`config.mk`:
```
export PLATFORM = sky130hd
export DESIGN_NAME = iterative_negator
export DESIGN_NICKNAME = d
export VERILOG_FILES = /design/src/rtl/neg_pkg.sv /design/src/rtl/negate_chunk.sv /design/src/rtl/iterative_negator.sv
export SDC_FILE = /design/constraint.sdc
export NUM_CORES = 1
export LEC_CHECK = 0
export BUFFER_PORTS_ARGS = -buffer_cell sky130_fd_sc_hd__buf_4
export CORE_MARGIN = 2
export CORE_UTILIZATION = 48
export CTS_CLUSTER_SIZE = 30
export DETAILED_ROUTE_END_ITERATION = 10
export PLACE_DENSITY = 0.85
export SETUP_SLACK_MARGIN = 0.05
export SLEW_MARGIN = 20
export SYNTH_ARGS = -nofsm -noshare
export SYNTH_HDL_FRONTEND = slang
export SYNTH_SLANG_ARGS = --single-unit
export TNS_END_PERCENT = 100
```
`constraint.sdc`:
```
create_clock -name clock -period 1.94 [get_ports clock]
set_input_delay 0.388 -clock clock [delete_from_list [all_inputs] [get_ports clock]]
set_output_delay 0.388 -clock clock [all_outputs]
set_load 0.1 [all_outputs]
```
`src/rtl/neg_pkg.sv`:
```
// Shared types for the iterative complement unit: operation modes, FSM states
// and the mode-to-(invert, carry-in) decode used when an operand is accepted.
package neg_pkg;

  typedef enum logic [1:0] {
    MODE_NOT  = 2'b00,
    MODE_NEG  = 2'b01,
    MODE_ABS  = 2'b10,
    MODE_PASS = 2'b11
  } mode_e;

  typedef enum logic [1:0] {
    ST_IDLE,
    ST_BUSY,
    ST_DONE
  } state_e;

  typedef struct packed {
    logic inv;
    logic cin;
  } ctrl_t;

  // Every mode reduces to "optionally invert, then add 0 or 1".
  function automatic ctrl_t mode_ctrl(mode_e mode, logic msb);
    ctrl_t c;
    c = '0;
    unique case (mode)
      MODE_NOT:  begin c.inv = 1'b1; c.cin = 1'b0; end
      MODE_NEG:  begin c.inv = 1'b1; c.cin = 1'b1; end
      MODE_ABS:  begin c.inv = msb;  c.cin = msb;  end
      MODE_PASS: begin c.inv = 1'b0; c.cin = 1'b0; end
      default:   c = '0;
    endcase
    return c;
  endfunction

endpackage

```
`src/rtl/negate_chunk.sv`:
```
// One CHUNK-bit slice of the complement datapath: y = (inv ? ~x : x) + cin,
// with the carry out of the slice returned separately.
module negate_chunk #(
  parameter int CHUNK = 8
) (
  input  logic [CHUNK-1:0] x,
  input  logic             inv,
  input  logic             cin,
  output logic [CHUNK-1:0] y,
  output logic             cout
);

  logic [CHUNK-1:0] opnd;
  logic [CHUNK:0]   sum;

  assign opnd      = inv ? ~x : x;
  assign sum       = {1'b0, opnd} + {{CHUNK{1'b0}}, cin};
  assign {cout, y} = sum;

endmodule

```
`src/rtl/iterative_negator.sv`:
```
// Multi-cycle NOT/NEG/ABS/PASS unit rippling the carry CHUNK bits per cycle.
// Define NEG_OVF_DETECT_EN to flag NEG/ABS of the most-negative operand on out_ovf.
module iterative_negator
  import neg_pkg::*;
#(
  parameter int WIDTH = 32,
  parameter int CHUNK = 8
) (
  input  logic             clock,
  input  logic             reset,
  input  logic             in_valid,
  output logic             in_ready,
  input  logic [WIDTH-1:0] in_data,
  input  logic [1:0]       in_mode,
  output logic             out_valid,
  input  logic             out_ready,
  output logic [WIDTH-1:0] out_data,
  output logic             out_ovf
);

  localparam int N     = WIDTH / CHUNK;
  localparam int CNT_W = (N > 1) ? $clog2(N) : 1;

  if (WIDTH % CHUNK != 0) begin : g_bad_chunk
    $error("iterative_negator: WIDTH must be a multiple of CHUNK");
  end

  state_e             state_q, state_d;
  logic [CNT_W-1:0]   cnt_q, cnt_d;
  logic               carry_q, carry_d;
  logic               inv_q, inv_d;
  logic [WIDTH-1:0]   work_q, work_d;
  logic [WIDTH-1:0]   res_q, res_d;

  ctrl_t              acc_ctrl;
  logic               accept;
  logic               last_chunk;
  logic [CHUNK-1:0]   chunk_y;
  logic               chunk_cout;
  logic [WIDTH-1:0]   work_next;

  assign acc_ctrl   = mode_ctrl(mode_e'(in_mode), in_data[WIDTH-1]);
  assign accept     = in_valid && (state_q == ST_IDLE);
  assign last_chunk = (cnt_q == CNT_W'(N - 1));

  assign in_ready   = (state_q == ST_IDLE);
  assign out_valid  = (state_q == ST_DONE);
  assign out_data   = res_q;

  // The working register rotates right by one chunk per cycle: the slice
  // always reads the low chunk and its result re-enters at the top, so after
  // N cycles the full result sits in place without any variable indexing.
  negate_chunk #(.CHUNK(CHUNK)) u_chunk (
    .x    (work_q[CHUNK-1:0]),
    .inv  (inv_q),
    .cin  (carry_q),
    .y    (chunk_y),
    .cout (chunk_cout)
  );

  if (N == 1) begin : g_single
    assign work_next = chunk_y;
  end else begin : g_multi
    assign work_next = {chunk_y, work_q[WIDTH-1:CHUNK]};
  end

  // NOTE: combinational logic uses blocking '=' and gives every output a
  // default first, so no path through the case leaves a value held (no latch).
  always_comb begin
    state_d = state_q;
    cnt_d   = cnt_q;
    carry_d = carry_q;
    inv_d   = inv_q;
    work_d  = work_q;
    res_d   = res_q;
    unique case (state_q)
      ST_IDLE: begin
        if (in_valid) begin
          work_d  = in_data;
          inv_d   = acc_ctrl.inv;
          carry_d = acc_ctrl.cin;
          cnt_d   = '0;
          state_d = ST_BUSY;
        end
      end
      ST_BUSY: begin
        work_d  = work_next;
        carry_d = chunk_cout;
        cnt_d   = cnt_q + CNT_W'(1);
        if (last_chunk) begin
          res_d   = work_next;
          cnt_d   = '0;
          state_d = ST_DONE;
        end
      end
      ST_DONE: begin
        if (out_ready) state_d = ST_IDLE;
      end
      default: state_d = ST_IDLE;
    endcase
  end

  // NOTE: sequential state uses non-blocking '<=' so every register samples
  // the pre-edge values regardless of statement order.
  always_ff @(posedge clock) begin
    if (reset) begin
      state_q <= ST_IDLE;
      cnt_q   <= '0;
      carry_q <= 1'b0;
      inv_q   <= 1'b0;
      res_q   <= '0;
    end else begin
      state_q <= state_d;
      cnt_q   <= cnt_d;
      carry_q <= carry_d;
      inv_q   <= inv_d;
      res_q   <= res_d;
    end
  end

  // NOTE: the working register is intentionally not reset; it is always
  // loaded on accept before the datapath reads it.
  always_ff @(posedge clock) begin
    work_q <= work_d;
  end

`ifdef NEG_OVF_DETECT_EN
  localparam logic [WIDTH-1:0] MOST_NEG = {1'b1, {(WIDTH-1){1'b0}}};

  logic ovf_q, ovf_d;

  always_comb begin
    ovf_d = ovf_q;
    if (accept) begin
      ovf_d = ((in_mode == MODE_NEG) || (in_mode == MODE_ABS)) && (in_data == MOST_NEG);
    end else if ((state_q == ST_DONE) && out_ready) begin
      ovf_d = 1'b0;
    end
  end

  always_ff @(posedge clock) begin
    if (reset) ovf_q <= 1'b0;
    else       ovf_q <= ovf_d;
  end

  assign out_ovf = ovf_q;
`else
  assign out_ovf = 1'b0;
`endif

endmodule

```
==> flow_summary_export.csv <==
group,metric,value,unit
synthesis,syn-num-nets,394,
detailed_routing,num_vias,2805,
sta,fin_crit,1.91,ns
clock_tree,clock_path_buffers,2,
run_status,status,"complete, no violations",
synthesis,ys_seq_area_share,54.6,%
min_path,hold_path_depth,3,
detailed_routing,drt-initial-drc-count,332,
critical_path,worstPathMaxFanout,3,
sta,clock.fmax,523,MHz
floorplanning,die_y,85.1,um
run,drv_cap,0,
detailed_routing,drc,0,
placed_design,io_buffers,71,
synthesis,netlist_top_cells_count,"136 x nand2_1, 38 x dfxtp_1, 32 x a21oi_1, 32 x edfxtp_1, 14 x clkbuf_1",
critical_path,cp.depth,6,
critical_path,slowest_stage,"or4b_4",
detailed_routing,firstDrtPassIters,5,
min_path,hp-class,"in -> reg",
critical_path,cp_cell_sequence,"xor2_2 -> ha_2 -> or4b_4 -> a21oi_4 -> or3_4 -> a31oi_1",
critical_path,ff2ff_path_depth,6,
critical_path,crit_buf_inv,0,
synthesis,synth_top_flop_cell,"dfxtp_1",
sta,layout_setup_ws,0.0288,ns
finish,design_area,4070,sq um
critical_path,slowest_delay,0.47,ns
floorplanning,coreArea,6350,sq um
placed_design,place.gp.congestion,0.901,
grt,grt_max_degree,43,
grt,antenna_found_initial,0,
synthesis,postSynthAreaPerCell,8.94,sq um
floorplanning,start_util,49.7,%
grt,gr-total-overflow,0,
synthesis,synthTopCellsByArea,"edfxtp_1 30%, dfxtp_1 24%, nand2_1 16%",
synthesis,synth.distinct_cells,43,
synthesis,syn_inst,353,
synthesis,synth_edf_count,32,
clock_tree,clk_latency,0.35,ns
detailed_routing,via_per_inst,5.53,
floorplanning,dieArea,7240,sq um
clock_tree,cts_tree,"done",
finish,syn2layout_area_growth,29.0,%
critical_path,required,2.02,ns
clock_tree,root_buffer,"clkbuf_8",
sta,setup_viol,0,
placed_design,post-place-ws,-0.00196,ns
power,powerDensity,865,nW/um^2
sta,finalHoldViolCount,0,
placed_design,placed_area,3820,sq um
finish,drive_gt1_share,27.4,%
synthesis,syn_area,3150,sq um
sta,fin_worst_skew,0.00927,ns
detailed_routing,wire_per_inst,16.4,um
critical_path,endpoint_kind,"register",
detailed_routing,wl,8330,um
sta,tightest_slew,0.527,ns
grt,grt_usage,23.1,%
critical_path,cp_top_family,"simple AND/OR/NAND/NOR gates",
clock_tree,clkTransAtPathRegs,0.08,ns
synthesis,synthArstFlopShare,0,%
floorplanning,io_pins,73,
clock_tree,numClockSinks,70,
power,peakVddDrop,0.647,mV
detailed_routing,antenna_left,0,
finish,final_nets,466,
sta,relSlewSlack,64.8,%
clock_tree,htree_num_levels,3,
clock_tree,cts_buffers,9,
synthesis,yosysTopAreaCell,"edfxtp_1",
sta,post-route-period-util,98.5,%
synthesis,ys_ff_latch,70,
placed_design,place.detailed.hpwl,5640,um
floorplanning,row_count,29,
synthesis,yosysTopAreaCellShare,30.5,%
sta,slew_viol_final,0,
power,power.leakage,1.66,nW
grt,grt_pass1_wl,13000,um
critical_path,cp.arrival,1.99,ns
floorplanning,die_x,85.1,um
finish,antennaDiodeCount,0,
critical_path,setup.worst_path.class,"reg -> reg",
critical_path,critPathLaunchType,"register",
grt,grt_pass1_vias,2679,
sta,grt_setup_unrepaired,"yes",
synthesis,yosysMostFrequentCell,"nand2_1",
synthesis,yosysWarnings,0,
[final timing paths]
| kind | startpoint | endpoint | slack, ns |
|---|---|---|---|
| setup / recovery | work_q[0]$_DFFE_PP_ | work_q[29]$_DFFE_PP_ | 0.03 |
| hold / removal | in_data[23] | work_q[23]$_DFFE_PP_ | 0.30 |
| setup reg to reg | work_q[0]$_DFFE_PP_ | work_q[29]$_DFFE_PP_ | 0.03 |
| hold reg to reg | out_data[18]$_SDFFE_PP0P_ | out_data[18]$_SDFFE_PP0P_ | 0.46 |
[power breakdown]
part	internal, W	switching (W)	total, W
sequential	0.00167	0.0000848	0.00175
clock	0.000722	0.000567	0.00129
combinational	0.000196	0.000281	0.000477
[repair_timing]
action                     in CTS  in global routing
setup endpoints to repair       1                  7
resized for setup               1                  4
buffers inserted                1                  0
pin swaps                       2                  3
hold buffers                    0                  0
[state kept, by name, summed over array words and instances, names as in the netlist]
name and cells:
out_data 32, work_q 32, cnt_q 2, state_q 2
carry_q 1, inv_q 1
[routing by layer]
layer / wire (um) / GRT usage, % / up-vias
li1: - / - / 1337
met3: 659 / 3.79 / 19
met5: 0 / 0 / -
met4: 186 / 9.81 / 0
met2: 4060 / 37.9 / 134
met1: 3430 / 30.4 / 1315
[tightest hold or removal path, stage by stage]
cell and delay [ns]:
buf_4 0.08, nand2_1 0.04, nand2_1 0.05
[cell type report]
class / count / area [sq um]
fillers: 498 / 2280
flip-flops and latches: 70 / 1720
multi-input cells: 257 / 1360
repair buffers: 85 / 663
clock buffers: 10 / 128
well taps: 77 / 96.3
clock inverters: 6 / 86.3
inverters: 2 / 7.51
[metrics by stage]
stage	total power, W	std cells	util (%)	hold WS, ns	TNS (ns)
floorplan	0.00205	353	-	0.452	-0.0157
global placement	0.00222	490	60.2	0.446	0
detailed placement	0.00224	490	60.2	0.449	-0.00196
CTS	0.00351	507	63.8	0.294	0
global route	0.00364	507	64.1	0.311	-0.0556
finish	0.00352	507	64.1	0.304	0
[cells in the final DEF (no fill, tap or decap), types with 2 or more instances in the layout]
master,n
a21oi_1,31
a311oi_2,2
a31oi_1,7
and3b_1,2
and4b_1,2
buf_12,2
buf_4,83
bufinv_16,2
clkbuf_8,9
clkinv_2,2
dfxtp_1,37
edfxtp_1,32
ha_2,2
inv_1,2
mux2i_1,2
nand2_1,135
nand2b_1,5
nand3b_1,5
nor2_1,9
nor2b_1,2
nor2b_2,2
nor3_1,5
nor3b_1,3
nor4b_1,2
o21ai_0,11
or3_4,2
xnor2_1,4
xor2_1,2
[cell families after synthesis]
family	Yosys count	synth area share, %
and+or+nand+nor	182	25.6
DFF	70	54.6
AOI/OAI and AO/OA	62	11.9
buffers and inverters	26	4.05
xor gates and xnor gates	7	1.94
adders and majority gates	3	1.19
muxes	2	0.635
other	1	0.119
No activity file was read; power rests on OpenSTA's default activity.
